<file path="src/rtl/riscv_pipe_pkg.sv">
// riscv_pipe_pkg: types and constants shared by the fetch front end.
package riscv_pipe_pkg;

  // One fetched instruction together with the address it came from
  typedef struct packed {
    logic [31:0] pc;
    logic [31:0] instr;
  } ifq_entry_t;

  localparam logic [31:0] INSTR_BYTES      = 32'd4;
  localparam logic [31:0] RESET_PC_DEFAULT = 32'h0000_0000;

endpackage

</file>
<file path="src/rtl/sync_fifo.sv">
// sync_fifo: power-of-two circular buffer with synchronous clear.
// A pop on empty is ignored; a push on full is taken only alongside a pop.
module sync_fifo #(
  parameter int DEPTH = 4,
  parameter int WIDTH = 64
) (
  input  logic                   clk,
  input  logic                   reset,
  input  logic                   clear,
  input  logic                   push,
  input  logic                   pop,
  input  logic [WIDTH-1:0]       din,
  output logic [WIDTH-1:0]       dout,
  output logic                   full,
  output logic                   empty,
  output logic [$clog2(DEPTH):0] count
);
  localparam int PW = $clog2(DEPTH);
  localparam int CW = PW + 1;

  logic [WIDTH-1:0] mem [DEPTH];
  logic [PW-1:0]    rdPtr, wrPtr;
  logic             doPush, doPop;

  assign empty  = (count == '0);
  assign full   = (count == CW'(DEPTH));
  assign doPop  = pop && !empty;
  assign doPush = push && (!full || doPop);
  assign dout   = mem[rdPtr];

  // Pointers and occupancy; clear empties the queue in one cycle
  always_ff @(posedge clk or negedge reset) begin
    if (!reset) begin
      rdPtr <= '0;
      wrPtr <= '0;
      count <= '0;
    end else if (clear) begin
      rdPtr <= '0;
      wrPtr <= '0;
      count <= '0;
    end else begin
      if (doPush) wrPtr <= wrPtr + PW'(1);
      if (doPop)  rdPtr <= rdPtr + PW'(1);
      count <= count + CW'(doPush) - CW'(doPop);
    end
  end

  // Storage needs no reset: the head is only consumed while not empty
  always_ff @(posedge clk) begin
    if (doPush && !clear) mem[wrPtr] <= din;
  end

endmodule

</file>
<file path="src/rtl/instruction_fetch_queue.sv">
// instruction_fetch_queue: issues sequential fetches, tags in-order
// responses with their PC and buffers them for Decode. Redirects flush the
// queue and discard responses that were already in flight.
// Optional IFQ_BYPASS_EN: a response into an empty queue is presented to
// Decode in the same cycle.
module instruction_fetch_queue
  import riscv_pipe_pkg::*;
#(
  parameter int          DEPTH    = 4,
  parameter logic [31:0] RESET_PC = RESET_PC_DEFAULT
) (
  input  logic        clk,
  input  logic        reset,
  output logic        imem_req_valid,
  input  logic        imem_req_ready,
  output logic [31:0] imem_req_addr,
  input  logic        imem_resp_valid,
  input  logic [31:0] imem_resp_data,
  input  logic        redirect,
  input  logic [31:0] redirect_pc,
  output logic        dec_valid,
  input  logic        dec_ready,
  output logic [31:0] dec_instr,
  output logic [31:0] dec_pc,
  output logic [31:0] dec_pc_plus4
);
  localparam int CW = $clog2(DEPTH) + 1;
  localparam logic [CW:0] DEPTH_W = (CW+1)'(DEPTH);

  logic [31:0]   fpc, rpc;
  logic [CW-1:0] outstanding, outstandingNext, dropCnt, fifoCount;
  logic [CW:0]   inUse;
  logic          fifoFull, fifoEmpty;
  logic          issue, respLive, pushEn, popEn;
  ifq_entry_t    head, pushEntry, decEntry;

  // Queued entries plus in-flight requests must never exceed the queue size
  assign inUse          = {1'b0, fifoCount} + {1'b0, outstanding};
  assign imem_req_valid = reset && !redirect && (inUse < DEPTH_W);
  assign imem_req_addr  = fpc;
  assign issue          = imem_req_valid && imem_req_ready;
  assign respLive       = reset && imem_resp_valid && !redirect && (dropCnt == '0);
  assign pushEntry      = '{pc: rpc, instr: imem_resp_data};

`ifdef IFQ_BYPASS_EN
  logic bypass;
  assign bypass    = respLive && fifoEmpty;
  assign dec_valid = !fifoEmpty || bypass;
  assign decEntry  = fifoEmpty ? pushEntry : head;
  assign pushEn    = respLive && !(bypass && dec_ready);
`else
  assign dec_valid = !fifoEmpty;
  assign decEntry  = head;
  assign pushEn    = respLive;
`endif

  assign popEn        = dec_valid && dec_ready && !redirect && !fifoEmpty;
  assign dec_instr    = dec_valid ? decEntry.instr : '0;
  assign dec_pc       = dec_valid ? decEntry.pc : '0;
  assign dec_pc_plus4 = dec_valid ? decEntry.pc + INSTR_BYTES : '0;

  // In-flight count after this cycle; every response retires one, live or not
  always_comb begin
    outstandingNext = outstanding;
    if (issue) outstandingNext = outstandingNext + CW'(1);
    if (imem_resp_valid && outstanding != '0) outstandingNext = outstandingNext - CW'(1);
  end

  // Fetch/response PCs, in-flight tracking and post-redirect drop window
  always_ff @(posedge clk or negedge reset) begin
    if (!reset) begin
      fpc         <= RESET_PC;
      rpc         <= RESET_PC;
      outstanding <= '0;
      dropCnt     <= '0;
    end else begin
      outstanding <= outstandingNext;
      if (redirect) begin
        fpc     <= redirect_pc;
        rpc     <= redirect_pc;
        dropCnt <= outstandingNext;
      end else begin
        if (issue) fpc <= fpc + INSTR_BYTES;
        if (imem_resp_valid && dropCnt != '0) dropCnt <= dropCnt - CW'(1);
        if (respLive) rpc <= rpc + INSTR_BYTES;
      end
    end
  end

  sync_fifo #(.DEPTH(DEPTH), .WIDTH($bits(ifq_entry_t))) uFifo (
    .clk   (clk),
    .reset (reset),
    .clear (redirect),
    .push  (pushEn),
    .pop   (popEn),
    .din   (pushEntry),
    .dout  (head),
    .full  (fifoFull),
    .empty (fifoEmpty),
    .count (fifoCount)
  );

  // The issue throttle makes a push into a full queue impossible
  ovfChk: assert property (@(posedge clk) disable iff (!reset) !(pushEn && fifoFull));

endmodule

</file>
<file path="config.mk">
export PLATFORM = sky130hd
export DESIGN_NAME = instruction_fetch_queue
export DESIGN_NICKNAME = d
export VERILOG_FILES = /design/src/rtl/riscv_pipe_pkg.sv /design/src/rtl/sync_fifo.sv /design/src/rtl/instruction_fetch_queue.sv
export SDC_FILE = /design/constraint.sdc
export NUM_CORES = 1
export LEC_CHECK = 0
export CAP_MARGIN = 20
export CORE_UTILIZATION = 39
export DETAILED_ROUTE_END_ITERATION = 16
export PLACE_DENSITY_LB_ADDON = 0.05
export RECOVER_POWER = 50
export REMOVE_ABC_BUFFERS = 1
export SLEW_MARGIN = 20
export SYNTH_ARGS = -nofsm -noshare
export SYNTH_HDL_FRONTEND = slang
export SYNTH_HIERARCHICAL = 1
export SYNTH_SLANG_ARGS = --single-unit
</file>
<file path="constraint.sdc">
create_clock -name clk -period 13.6 [get_ports clk]
set_input_delay 4.08 -clock clk [delete_from_list [all_inputs] [get_ports clk]]
set_output_delay 4.08 -clock clk [all_outputs]
set_load 0.1 [all_outputs]
</file>
Word-level counts from Yosys, hierarchy flattened
Memory sizes are Yosys's and may differ from the RTL's.
Index checks and enable logic that the tools add are counted.
- $add $sub $neg: 11
- multipliers: 0
- divide/modulo/power cells: 0
- order comparisons: 1
- eq/ne operators: 1
- shift operators: 0
- mux-type cells: 18
- bitwise operators: 0
- reduce and logical (&&, ||, !) cells: 27
- operator list (cell ; count):
    two-way mux 32 bit ; 7
    adder 32 x 3 -> 32 bit, second input constant ; 3
    two-way mux 3 bit ; 5
    logical AND 1 bit ; 14
    nonzero test 2 bit ; 5
    two-way mux 2 bit ; 4
    logical NOT 3 bit ; 2
    nonzero test 3 bit ; 2
    subtractor 3 x 1 -> 3 bit, second input constant ; 2
    adder 2 x 1 -> 2 bit, second input constant ; 2
    adder 3 x 3 -> 4 bit ; 1
    less-than comparator 4 x 3 -> 1 bit, second input constant ; 1
    adder 3 x 1 -> 3 bit ; 1
    adder 3 x 1 -> 3 bit, second input constant ; 1
    == test 3 bit, second input constant ; 1
    logical NOT 1 bit ; 3
    subtractor 3 x 1 -> 3 bit ; 1
    two-way mux 1 bit ; 2
    logical OR 1 bit ; 1
- register bits after elaboration: 77
- latch bits: 0
- memory bits (writable): 256
- bits in read-only memories: 0
- output and inout bits: 130
- logic and storage cells: 66
- memories: 1
- memories (name ; depth ; bits a word ; rd ports ; clocked after Yosys merged registers in ; write ports ; line ; source):
    uFifo.mem ; 4 ; 64 ; 1 ; 0 ; 1 ; sync_fifo.sv:21 ; logic [WIDTH-1:0] mem [DEPTH];

Depth between registers and ports, before layout
- depth after elaboration: 11
- mapped depth: 14

Cells and area by module
Netlist, hierarchy kept.
- modules (own cells, without submodules) (module ; times used ; cells each ; area an instance (um2)):
    sync_fifo ; 1 ; 380 ; 9673.0
    instruction_fetch_queue ; 1 ; 643 ; 5201.2

Worst setup path before layout
Ideal clock, no wire load.
- kind: input to output
- from: input port redirect
- to: output port imem_req_valid
- arrival: 6.854 ns
- required time: 9.520 ns
- setup slack: 2.666 ns
- stages: 3
- path through: buf_6 -> or4b_4 -> nor3_1
- cells in the longest elaborated chain, start to end: 3
- ends and longest elaborated chain (what ; line ; source):
    start, declared ; instruction_fetch_queue.sv:19 ; input logic redirect,
    logical NOT 1 bit ; instruction_fetch_queue.sv:39 ; assign imem_req_valid = reset && !redirect && (inUse < DEPTH_W);
    logical AND 1 bit (2 in a row) ; instruction_fetch_queue.sv:39 ;
    end, declared ; instruction_fetch_queue.sv:14 ; output logic imem_req_valid,
Every way passes these cells.

Worst setup path in the final report
- from: input port reset
- to: output port imem_req_valid
- cells in the longest elaborated chain, start to end: 2
- ends and longest elaborated chain (what ; line ; source):
    start, declared ; instruction_fetch_queue.sv:13 ; input logic reset,
    logical AND 1 bit (2 in a row) ; instruction_fetch_queue.sv:39 ;
Every way passes these cells.

==> tab_implementation.tex <==
\begin{tabular}{lr}
\hline
Metric & Value \\
\hline
\multicolumn{2}{l}{\textbf{GRT}} \\
\quad Global-route usage over all layers & 18.2\% \\
\quad Pin count of the biggest net entering global routing & 65 \\
\quad Initial antenna violation count & 0 \\
\quad Leftover overflow at the end of global routing & 0 \\
\quad Wire length of the first global-routing pass & 54.3 mm \\
\quad Number of global-route vias before repair & 9323 \\
\multicolumn{2}{l}{\textbf{Finish}} \\
\quad Number of antenna repair diodes & 0 \\
\quad Final cell area excluding filler cells & 18600 um\^{}2 \\
\quad Ratio of cells with drive above 1 in the final layout & 12.7\% \\
\quad Number of inserted filler cells in the final layout & 3341 \\
\quad Area growth from synthesis to final layout & 25.1\% \\
\quad Layout Nets & 1314 \\
\quad Leading cell type in the layout, fill and taps excluded & edfxtp\_1 \\
\quad Most used cells in the layout excluding fill and tap cells & edfxtp\_1, clkdlybuf4s50\_1, nand2\_1 \\
\multicolumn{2}{l}{\textbf{Placed design}} \\
\quad Area of placed instances & 17400 um\^{}2 \\
\quad Count of input and output buffers & roughly 200 \\
\quad Final weighted congestion in routability-driven placement & 0.807 \\
\quad Post-DP HPWL & 22.3 mm \\
\multicolumn{2}{l}{\textbf{Floorplan}} \\
\quad Die width & 197 um \\
\quad FP Rows & 71 \\
\quad Io pins & 200 \\
\quad Starting density of the core & 39.6\% \\
\quad Die boundary height & 197 um \\
\quad Die Outline Area & 38900 um\^{}2 \\
\quad Total core area & 37600 um\^{}2 \\
\multicolumn{2}{l}{\textbf{Power and ir drop}} \\
\quad Switching power of the nets & 0.000705 W \\
\quad Switching power as a share of total power & 27.6\% \\
\quad Relative contribution of sequential cells to total power & a little under half \\
\quad Part of the power in the clock network & around two fifths \\
\quad VDD IR max & 74.4 uV \\
\quad Internal Pwr Total & roughly 0.0018 W \\
\quad Combinational fraction of design power & between 10\% and 20\% \\
\quad Cell Pwr Density & 137 nW/um\^{}2 \\
\quad Leak pwr & a little over 6 nW \\
\multicolumn{2}{l}{\textbf{Clock tree}} \\
\quad Clk Latency, worst-skew pair & 510 ps \\
\quad Maximum count of clock buffers along a single path & 3 \\
\quad Max H-tree Level & 2 \\
\quad Number of buffers added to fix hold violations after cts & 0 \\
\quad Root Buffer Master & clkbuf\_16 \\
\quad Post-cts sizing count & 0 \\
\quad Clock transition at the registers of the reported paths & 60 ps \\
\quad Number of buffers added by the clock tree synthesis step & 37 \\
\quad Number of clock sinks seen by CTS & 333 \\
\quad Clock tree from TritonCTS & built \\
\quad \# Post-CTS Setup Buffers & 0 \\
\multicolumn{2}{l}{\textbf{STA}} \\
\quad Final critical path time including I/O delays and setup & 11460 ps \\
\quad Total negative slack & 0 ps \\
\quad RSZ-0062 raised after global routing & no \\
\quad Fin. max-slew vios & $\sim$140 \\
\quad Slew @ Worst Pin & 2990 ps \\
\quad Final count of negative-setup-slack endpoints & 0 \\
\quad Rel. slew slack & -99.4\% \\
\quad Ratio of final minimum period to clock period & between 80\% and 90\% \\
\quad Hold Slack & 522 ps \\
\quad Maximum achievable frequency & 87.2 MHz \\
\quad Largest clock skew in the final design & between 15 and 20 ps \\
\quad Number of hold-slack violations in the final timing report & 0 \\
\multicolumn{2}{l}{\textbf{Worst setup path}} \\
\quad Required @ worst endpoint & 9520 ps \\
\quad Critical path peak fanout & 30 \\
\quad Kind of start point of the critical path & input port \\
\quad Critical Path Sink Type & primary output \\
\quad Worst Path Arrival & about 7400 ps \\
\quad R2R depth & 9 \\
\quad CP Class & input port to primary output \\
\multicolumn{2}{l}{\textbf{Detailed routing}} \\
\quad DRC violations left & 0 \\
\quad Total length of routed wires & 34.9 mm \\
\quad Number of iterations in the first detailed-routing pass & 7 \\
\quad Antenna violation net count after detailed routing & 0 \\
\quad Routed length per instance & $\sim$20 um \\
\quad Total number of vias & 9289 \\
\quad Detailed Route Iter0 Violations & 445 \\
\quad Routed via count divided by cell count & 5.26 \\
\multicolumn{2}{l}{\textbf{Synth}} \\
\quad Average size of a mapped cell & 14.6 um\^{}2 \\
\quad Synth warnings & 6 \\
\quad Post-Synthesis Cell Area & 14900 um\^{}2 \\
\quad Syn Inst Count & 1022 \\
\multicolumn{2}{l}{\textbf{Flow run}} \\
\quad Maximum Capacitance Violations & 3 \\
\multicolumn{2}{l}{\textbf{Outcome}} \\
\quad Run status & complete, but fails checks \\
\quad Failing checks & capacitance limit, slew limit \\
\multicolumn{2}{l}{\textbf{Min path}} \\
\quad HP Class & flip-flop to flip-flop \\
\quad Number of cells traversed by the worst hold path & 0 \\
\hline
\end{tabular}
==> per-layer routing <==
metal | routed length [um] | GRT usage [%]
met4 | 602 | 4.05
met5 | 0 | 0
met3 | 1570 | 2.77
met1 | 16400 | 26.1
met2 | 16300 | 29.4
==> worst paths after layout <==
kind,from,to,slack [ps]
min reg2reg,rpc[1]$_DFFE_PN0P_,uFifo/mem[2][33]$_DFFE_PP_,520
max,reset,imem_req_valid,2140
min,rpc[1]$_DFFE_PN0P_,uFifo/mem[2][33]$_DFFE_PP_,520
max in group asynchronous,reset,uFifo/rdPtr[0]$_DFFE_PN0P_,5570
max reg2reg,dropCnt[0]$_DFFE_PN0P_,uFifo/mem[0][26]$_DFFE_PP_,10280
min in group asynchronous,reset,imem_req_addr[23]$_DFFE_PN0P_,4020
==> through the flow <==
step | utilization [%] | worst slack, ps | std cells | power (W)
5_1_grt | 49.5 | 1750 | 1767 | 0.00264
2_1_floorplan | - | 160 | 977 | 0.00145
6_report | 49.5 | 2140 | 1767 | 0.00255
4_1_cts | 49.6 | 3110 | 1767 | 0.00258
3_5_place_dp | 46.3 | 3120 | 1700 | 0.00158
3_3_place_gp | 46.3 | 3100 | 1700 | 0.00158
==> sequential cells by signal, indices dropped and copies added (netlist names) <==
name,count
rpc,32
uFifo/rdPtr,2
uFifo/wrPtr,2
uFifo/count,3
dropCnt,3
uFifo/mem,256
outstanding,3
imem_req_addr,32
==> critical path, stage by stage <==
cell and delay [ps]:
clkbuf_1 1230, or4b_1 650, nor3_1 230, clkdlybuf4s50_1 1160
==> layout make-up <==
| class | count | area (um^2) | share of cell area (%) |
|---|---|---|---|
| inverters | 27 | 101 | 0.545 |
| flip-flops and latches | 333 | 9620 | 51.7 |
| repair buffers | 212 | 2070 | 11.1 |
| well taps | 511 | 639 | 3.44 |
| clock inverters | 23 | 226 | 1.22 |
| clock buffers | 44 | 995 | 5.35 |
| multi-input cells | 617 | 4950 | 26.6 |
==> power by group through the flow <==
stage | Sequential (W) | Clock (W) | Combinational, W
after floorplan | 0.00127 | 0 | 0.000184
after global placement | 0.00121 | 0 | 0.000369
after detailed placement | 0.00121 | 0 | 0.000371
after CTS | 0.00119 | 0.00102 | 0.000373
after global routing | 0.00119 | 0.00106 | 0.000391
final | 0.00119 | 0.000996 | 0.000365
(Power assumes the default switching activity.)
